**src/rtl/spi_slave_driver_if.sv**
```systemverilog
// Pin-side and buffer-side signals of the SPI slave front end.
// The slave modport is the driver's view; the master modport is the pins plus buffers.
interface spi_slave_driver_if #(
  parameter int DATA_WIDTH = 8
);
  logic                  sclk;
  logic                  cs;
  logic                  mosi;
  logic                  miso;
  logic [DATA_WIDTH-1:0] data_in;
  logic                  ready;
  logic [DATA_WIDTH-1:0] data_out;
  logic                  valid;
  logic                  start;
  logic                  stop;

  modport slave (
    input  sclk, cs, mosi, data_in,
    output miso, ready, data_out, valid, start, stop
  );

  modport master (
    output sclk, cs, mosi, data_in,
    input  miso, ready, data_out, valid, start, stop
  );
endinterface

```
**src/rtl/spi_slave_driver.sv**
```systemverilog
// SPI mode-0 slave front end: pin synchronizers, MSB-first rx deserializer,
// tx serializer fed from the send buffer, transaction start/stop pulses.
//
// state | meaning
// IDLE  | cs deasserted (or not yet armed); miso held at 0
// SHIFT | transaction open; sample mosi on sclk rise, advance miso on sclk fall
module spi_slave_driver #(
  parameter int DATA_WIDTH = 8
) (
  input  logic            clk,
  input  logic            rst,
  spi_slave_driver_if.slave bus
);

  localparam int CNT_W = $clog2(DATA_WIDTH);
  localparam logic [CNT_W-1:0] LAST_BIT = CNT_W'(DATA_WIDTH - 1);

  localparam logic [0:0] IDLE  = 1'b0;
  localparam logic [0:0] SHIFT = 1'b1;

  logic sclk_s1, sclk_s2, sclk_d;
  logic cs_s1, cs_s2, cs_d;
  logic mosi_s1, mosi_s2;
  logic [1:0] flush;
  logic armed;

  logic [0:0]            state;
  logic [CNT_W-1:0]      bit_cnt;
  logic [DATA_WIDTH-1:0] tx_shift;
  logic [DATA_WIDTH-1:0] rx_shift;
  logic [DATA_WIDTH-1:0] rx_next;
  logic [DATA_WIDTH-1:0] data_out_r;
  logic                  valid_r;
  logic                  load_pending;

  logic sclk_rise, sclk_fall, cs_rise, cs_fall;
  logic txn_begin, txn_end, rx_tick, tx_tick;

  always_ff @(posedge clk or negedge rst) begin
    if (!rst) begin
      sclk_s1 <= 1'b0;
      sclk_s2 <= 1'b0;
      sclk_d  <= 1'b0;
      cs_s1   <= 1'b1;
      cs_s2   <= 1'b1;
      cs_d    <= 1'b1;
      mosi_s1 <= 1'b0;
      mosi_s2 <= 1'b0;
    end else begin
      sclk_s1 <= bus.sclk;
      sclk_s2 <= sclk_s1;
      sclk_d  <= sclk_s2;
      cs_s1   <= bus.cs;
      cs_s2   <= cs_s1;
      cs_d    <= cs_s2;
      mosi_s1 <= bus.mosi;
      mosi_s2 <= mosi_s1;
    end
  end

  // The cs chain resets to 1, so its first two outputs after reset are not
  // real pin samples; arming waits until the chain has been flushed.
  always_ff @(posedge clk or negedge rst) begin
    if (!rst) begin
      flush <= 2'b00;
      armed <= 1'b0;
    end else begin
      flush <= {flush[0], 1'b1};
      if (flush[1] && cs_s2)
        armed <= 1'b1;
    end
  end

  assign sclk_rise = sclk_s2 & ~sclk_d;
  assign sclk_fall = ~sclk_s2 & sclk_d;
  assign cs_rise   = cs_s2 & ~cs_d;
  assign cs_fall   = ~cs_s2 & cs_d;

  // cs rise takes priority over any sclk edge detected in the same cycle.
  assign txn_begin = (state == IDLE) && cs_fall && armed;
  assign txn_end   = (state == SHIFT) && cs_rise;
  assign rx_tick   = (state == SHIFT) && !cs_rise && sclk_rise;
  assign tx_tick   = (state == SHIFT) && !cs_rise && sclk_fall;

  assign rx_next = {rx_shift[DATA_WIDTH-2:0], mosi_s2};

  always_ff @(posedge clk or negedge rst) begin
    if (!rst) begin
      state        <= IDLE;
      bit_cnt      <= '0;
      tx_shift     <= '0;
      rx_shift     <= '0;
      data_out_r   <= '0;
      valid_r      <= 1'b0;
      load_pending <= 1'b0;
    end else begin
      valid_r <= 1'b0;
      case (state)
        IDLE: begin
          if (txn_begin) begin
            state        <= SHIFT;
            tx_shift     <= bus.data_in;
            bit_cnt      <= '0;
            rx_shift     <= '0;
            load_pending <= 1'b0;
          end
        end
        SHIFT: begin
          if (txn_end) begin
            state        <= IDLE;
            bit_cnt      <= '0;
            load_pending <= 1'b0;
          end else if (rx_tick) begin
            rx_shift <= rx_next;
            if (bit_cnt == LAST_BIT) begin
              data_out_r   <= rx_next;
              valid_r      <= 1'b1;
              bit_cnt      <= '0;
              load_pending <= 1'b1;
            end else begin
              bit_cnt <= bit_cnt + CNT_W'(1);
            end
          end else if (tx_tick) begin
            if (load_pending) begin
              tx_shift     <= bus.data_in;
              load_pending <= 1'b0;
            end else begin
              tx_shift <= tx_shift << 1;
            end
          end
        end
        default: state <= IDLE;
      endcase
    end
  end

  assign bus.start    = txn_begin;
  assign bus.stop     = txn_end;
  assign bus.ready    = txn_begin | (tx_tick & load_pending);
  assign bus.miso     = (state == SHIFT) & tx_shift[DATA_WIDTH-1];
  assign bus.data_out = data_out_r;
  assign bus.valid    = valid_r;

endmodule

```
**src/flat_wrapper.sv**
```systemverilog
// flat-port wrapper written by rule: the top's interface ports become plain ports
module spi_slave_driver_flat 
#(
  parameter int DATA_WIDTH = 8
)
  (clk, rst, bus_sclk, bus_cs, bus_mosi, bus_data_in, bus_miso, bus_ready, bus_data_out, bus_valid, bus_start, bus_stop);
  spi_slave_driver_if #(.DATA_WIDTH(DATA_WIDTH)) bus_i ();
  input  logic clk;
  input  logic rst;
  input wire logic [$bits(bus_i.sclk)-1:0] bus_sclk;
  input wire logic [$bits(bus_i.cs)-1:0] bus_cs;
  input wire logic [$bits(bus_i.mosi)-1:0] bus_mosi;
  input wire logic [$bits(bus_i.data_in)-1:0] bus_data_in;
  output wire logic [$bits(bus_i.miso)-1:0] bus_miso;
  output wire logic [$bits(bus_i.ready)-1:0] bus_ready;
  output wire logic [$bits(bus_i.data_out)-1:0] bus_data_out;
  output wire logic [$bits(bus_i.valid)-1:0] bus_valid;
  output wire logic [$bits(bus_i.start)-1:0] bus_start;
  output wire logic [$bits(bus_i.stop)-1:0] bus_stop;
  assign bus_i.sclk = bus_sclk;
  assign bus_i.cs = bus_cs;
  assign bus_i.mosi = bus_mosi;
  assign bus_i.data_in = bus_data_in;
  assign bus_miso = bus_i.miso;
  assign bus_ready = bus_i.ready;
  assign bus_data_out = bus_i.data_out;
  assign bus_valid = bus_i.valid;
  assign bus_start = bus_i.start;
  assign bus_stop = bus_i.stop;
  spi_slave_driver #(.DATA_WIDTH(DATA_WIDTH)) u_core (.clk(clk), .rst(rst), .bus(bus_i));
endmodule
```
**config.mk**
```make
export PLATFORM = sky130hd
export DESIGN_NAME = spi_slave_driver_flat
export DESIGN_NICKNAME = d
export VERILOG_FILES = /design/src/rtl/spi_slave_driver_if.sv /design/src/rtl/spi_slave_driver.sv /design/src/flat_wrapper.sv
export SDC_FILE = /design/constraint.sdc
export NUM_CORES = 1
export LEC_CHECK = 0
export CAP_MARGIN = 15
export CORE_MARGIN = 10
export CORE_UTILIZATION = 47
export DETAILED_ROUTE_END_ITERATION = 16
export PLACE_DENSITY = 0.82
export SYNTH_ARGS = -nofsm -noshare
export SYNTH_HDL_FRONTEND = slang
export SYNTH_SLANG_ARGS = --single-unit
```
**constraint.sdc**
```tcl
create_clock -name clk -period 1.7 [get_ports clk]
set_clock_uncertainty 0.1 [all_clocks]
set_input_delay 0.51 -clock clk [delete_from_list [all_inputs] [get_ports clk]]
set_output_delay 0.51 -clock clk [all_outputs]
set_load 0.005 [all_outputs]
```
Word-level counts from Yosys, hierarchy flattened:

Cells that the tools add are included.

* flip-flop bits (word level): 40
* bits in latches: 0
* bits in writable memories: 0
* memory bits (read-only): 0
* input bits: 13
* output and inout port bits: 13
* word-level logic and storage cells: 81
* memories: 0

* $add $sub $neg: 1
* $mul: 0
* div/mod/pow operators: 0
* $lt $le $gt $ge: 0
* eq/ne operators: 9
* shift-type cells: 0
* mux-type cells: 28
* bitwise operators: 13
* reduce and logical (&&, ||, !) cells: 13

Operator list (count)
* two-way mux 8 bit: 5
* two-way mux 7 bit: 3
* one-hot mux 8 bit (2 select lines): 1
* one-hot mux 7 bit (2 select lines): 1
* two-way mux 3 bit: 4
* two-way mux 1 bit: 11
* inequality test 2 bit (second input constant): 4
* inequality test 4 bit (second input constant): 2
* AND reduction 4 bit: 2
* logical AND 1 bit: 7
* bitwise AND 1 bit: 6
* NOT 1 bit: 6
* one-hot mux 3 bit (2 select lines): 1
* AND reduction 3 bit: 2
* one-hot mux 1 bit (2 select lines): 2
* adder 3 x 1 -> 3 bit (second input constant): 1
* equality test 3 bit (second input constant): 1
* inequality test 3 bit (second input constant): 1
* inequality test 2 x 1 -> 1 bit (second input constant): 1
* AND reduction 2 bit: 1
* zero test 1 bit: 1
* bitwise OR 1 bit: 1

Depth between registers and ports, before layout:

* word-level depth: 9
* mapped depth: 5
* depth with buffers taken out: 5

Worst setup path after synthesis:

No wires, ideal clock.

* path kind: register to register
* start point: reg u_core.cs_d
* end point: reg u_core.tx_shift[1]
* setup time: 0.125 ns
* arrival: 1.469 ns
* data required time: 1.475 ns
* setup slack: 0.006 ns
* stages on the path, launching flop included: 6
* path buffers: 2
* period minus slack after synthesis: 1.694 ns
* path through: dfstp_2 > nor4bb_2 > buf_6 > a31o_4 > buf_12 > mux2_4

* elaborated cells between the ends (all ways): 15
* classes of those cells: eq/ne (4); bitwise (3); reduce/logical (8)

RTL lines
* from (decl): line spi_slave_driver.sv:22 `logic cs_s1, cs_s2, cs_d;`
* from (signal assigned): line spi_slave_driver.sv:55 `cs_d <= cs_s2;`
* bitwise AND 1 bit: line spi_slave_driver.sv:77 `assign cs_fall = ~cs_s2 & cs_d;`
* logical AND 1 bit (2 in a row): line spi_slave_driver.sv:80 `assign txn_begin = (state == IDLE) && cs_fall && armed;`
* via bus_start: line flat_wrapper.sv:18 `output wire logic [$bits(bus_i.start)-1:0] bus_start;`
* inequality test 2 x 1 -> 1 bit (no source line)
* AND reduction 4 bit (no source line)
* to (signal assigned): line spi_slave_driver.sv:102 `tx_shift <= bus.data_in;`
* to (signal assigned): line spi_slave_driver.sv:125 `tx_shift <= bus.data_in;`
* to (signal assigned): line spi_slave_driver.sv:128 `tx_shift <= tx_shift << 1;`
* to (decl): line spi_slave_driver.sv:29 `logic [DATA_WIDTH-1:0] tx_shift;`

The timed path passes the listed nets, and every way through them passes these cells.
A chain may end at the register's enable or synchronous reset.

Worst setup path after layout:

* start point: reg u_core.state
* end point: out bus_ready

* cells in the longest elaborated chain, start to end: 4
* elaborated cells between the ends (all ways): 7
* classes of those cells: bitwise (3); reduce/logical (4)

Ends and longest elaborated chain
* from (decl): line spi_slave_driver.sv:27 `logic [0:0] state;`
* from (signal assigned): line spi_slave_driver.sv:89 `state <= IDLE;`
* from (signal assigned): line spi_slave_driver.sv:101 `state <= SHIFT;`
* from (signal assigned): line spi_slave_driver.sv:110 `state <= IDLE;`
* logical AND 1 bit / NOT 1 bit (equally long branches): line spi_slave_driver.sv:83, spi_slave_driver.sv:80
* logical AND 1 bit (on tied branches): line spi_slave_driver.sv:83, spi_slave_driver.sv:80
* bitwise AND 1 bit / logical AND 1 bit (equally long branches): line spi_slave_driver.sv:139, spi_slave_driver.sv:80
* bitwise OR 1 bit (*): line spi_slave_driver.sv:139 `assign bus.ready = txn_begin | (tx_tick & load_pending);`
* to (decl): line flat_wrapper.sv:15 `output wire logic [$bits(bus_i.ready)-1:0] bus_ready;`

Mark *: on every way between the ends. The rest lies on a longest branch, timed or not.

==> results.yml <==
run_status:
  status: "complete, but fails checks"
  violations_in_the_final_reports: "negative setup slack"
synthesis:
  synth_flop_cell: "dfrtp_1"
  post_synth_num_cell_types: 33
  synth.avg_cell_area_um2: 14.5
  yosys_register_bits: 40
  synth_warnings: 0
  synth.largest_area_cell: "dfrtp_1"
  edff_count_synth: 0
  async_set_or_reset_register_ratio_after_synthesis_pct: 100
  syn_inst: 116
  synth_sequential_area_ratio_pct: 59.7
  synth_fp_nets: 131
  synth.area.top_cells: "dfrtp_1 (55%), mux2_1 (8.7%), mux2_4 (6.3%)"
  synth_top_area_share_pct: 55.1
  netlist_area_um2: 1680
power:
  switching_share_pct: 25.0
  cellLeakagePower_uw: 0.00112
  p_clk_share_pct: 23.4
  seq_power_share_pct: 52.9
  powerDensity_nw_per_um2: 985
  max_vdd_drop_mv: 0.561
  share_comb_of_total_power_pct: 23.7
  p_sw_uw: 548
  p_int_uw: 1640
timing:
  final_critical_path_time_including_i_o_delays_and_setup_ns: 2.03
  max_clock_freq_ghz: 0.493
  hold_viol: 0
  timing.setup.tns_ns: -0.918
  worst_slack_ns: -0.330
  setup_viol: 11
  grt_setup_unrepaired: "true"
  timing.final.crit_share_pct: 119
  report.final.slew_viol_count: 0
worst_setup_path:
  critical_path_required_ns: 1.09
  cp_max_fo: 3
  timing.critical_path.to_type: "output pin"
  cp.arrival_ns: 1.42
  setup.worst_path.class: "flip-flop to output pin"
  crit_path_max_incr_delay_ns: 0.42
  cpMaxStageDelayCell: "dfrtp_1"
  cell_chain_of_the_critical_path: "buf_6, nor4bb_4, a41o_1, buf_2"
  worst_setup_sp_type: "flip-flop"
routing:
  drt_pass1_iterations: 4
  drt-initial-drc-count: 46
  vias: 1049
  route.antenna.remaining_nets: 0
  route.detailed.drc: 0
  postRouteWirelength_um: 3120
  detail_route.wl_per_cell_um: 14.8
  via_per_instance_ratio: 4.97
place:
  gp_routability_congestion: 0.734
  dp_hpwl_um: 2140
  place.port_buffers: 25
  dpl-instance-area_um2: 2040
job:
  number_of_max_capacitance_violations_reported: 0
die:
  floorplan.die.width_um: 79.8
  num_rows: 21
  die-area_um2: 6370
  fp.coreArea_um2: 3390
  die-height_um: 79.8
  design.portCount: 26
  initial_util_pct: 49.6
global_routing:
  overflow: 0
  grt_antenna_before_repair: 0
  grt_first_pass_wirelength_um: 5470
  gr-usage-all-layers_pct: 10.7
  grt_pass1_vias: 1149
  grt_max_degree: 29
clock_network:
  clkTransAtPathRegs_ns: 0.11
  numClockSinks: 40
  tritoncts: "yes"
  h-tree-depth: 2
  clock_tree.buffer_depth: 2
  tritoncts.num_buffers: 5
  clk_root_buffer_cell: "clkbuf_4"
  clock_latency_ns: 0.34
final_layout:
  final_cell_mix: "dfrtp_1 (37), buf_4 (16), mux2_1 (13)"
  postLayoutCoreUtil_pct: 65.5
  postLayoutCellArea_um2: 2220
  drive_above_1_share_pct: 34.5
  area_growth_syn_to_layout_pct: 32.1
  antennaDiodeCount: 0
  finalNetCount: 180
  final_common_cell: "dfrtp_1"
worst_hold_path:
  path_class_of_the_lowest_slack_min_delay_path: "flip-flop to flip-flop"
==> per-stage QoR <==
stage                     hold slack [ns]  cells  worst slack [ns]  power, uW
final                               0.261    211            -0.330       2190
after global routing                0.268    211            -0.452       2310
after CTS                           0.262    208            -0.376       2180
after detailed placement            0.242    193            -0.456       1630
after global placement              0.235    193            -0.453       1610
after floorplan                     0.114    116           0.00639       1480
==> sequential cells by signal, summed over array words and instances, names as in the netlist <==
register / flops
u_core.bus.data_out: 8
u_core.tx_shift: 8
u_core.rx_shift: 7
u_core.bit_cnt: 3
u_core.flush: 2
u_core.armed: 1
u_core.bus.valid: 1
u_core.cs_d: 1
u_core.cs_s1: 1
u_core.cs_s2: 1
u_core.load_pending: 1
u_core.mosi_s1: 1
u_core.mosi_s2: 1
u_core.sclk_d: 1
u_core.sclk_s1: 1
u_core.sclk_s2: 1
u_core.state: 1
==> power groups by stage <==
| stage | clock [uW] | combinational [uW] | sequential [uW] |
|---|---|---|---|
| finish | 512 | 519 | 1160 |
| global route | 566 | 569 | 1180 |
| CTS | 530 | 498 | 1160 |
| detailed placement | 0 | 454 | 1170 |
| global placement | 0 | 442 | 1160 |
| floorplan | 0 | 329 | 1150 |
==> cell usage after synthesis (2+ instances only) <==
cell,n
mux2_4,7
mux2_1,13
o31ai_1,3
nand2_1,3
inv_1,6
nand4_1,3
buf_2,4
nor2_1,2
dfstp_2,3
nor2b_1,2
nand2b_1,4
ha_1,2
a22o_1,7
dfrtp_1,37
mux2_2,2
==> critical path: cells and delay by family, from the launching register on <==
kind / cells / cell delay [ns]
and+or+nand+nor: 1 / 0.30
buffers and inverters: 2 / 0.24
DFF: 1 / 0.42
AOI/OAI and AO/OA: 1 / 0.12
==> routing by layer <==
layer	vias to the layer above	track usage [%]	part of all wire, %
met5	-	0	0
met4	0	4.23	1.8
met3	7	4.84	7.8
met2	24	16.9	48
met1	507	12.4	43
li1	511	-	-
==> timing repair <==
| action | in CTS | in global routing |
|---|---|---|
| pin swaps | 1 | 3 |
| setup endpoints to repair | 21 | 27 |
| gates cloned | 0 | 1 |
| hold buffers | 1 | 0 |
| buffers inserted | 7 | 4 |
| hold endpoints to repair | 9 | 0 |
| gates resized for setup | 33 | 5 |
==> cell type report <==
| class | count | area, um^2 |
|---|---|---|
| clock buffer | 7 | 65.1 |
| fill | 246 | 1170 |
| inverter | 7 | 26.3 |
| multi-input combinational | 63 | 641 |
| sequential | 40 | 1000 |
| tap | 46 | 57.6 |
| timing repair buffer | 48 | 427 |
==> final timing paths <==
kind	cells after the start	endpoint	slack [ns]	from
min in group asynchronous	2	u_core.tx_shift[6]	0.48	rst
max in group asynchronous	3	u_core.sclk_s2	0.57	rst
setup / recovery	4	bus_ready	-0.33	u_core.state
hold / removal	0	u_core.cs_s2	0.26	u_core.cs_s1
setup reg to reg	5	u_core.tx_shift[1]	-0.03	u_core.state
hold reg to reg	0	u_core.cs_s2	0.26	u_core.cs_s1
==> kinds of logic (layout without fill, tap and decap cells) <==
logic type               Yosys count  in the layout  share of synthesized area (%)
flip-flops                        40             40                           59.7
multiplexers                      23             23                           16.9
AO/OA/AOI/OAI                     18             18                           9.30
AND/OR/NAND/NOR                   18             19                           7.44
buffers and inverters             14             62                           4.91
adder cells (fa/ha/maj)            2              2                           1.49
other                              1              1                          0.223
Note: power is estimated with default switching activity, not from simulation.
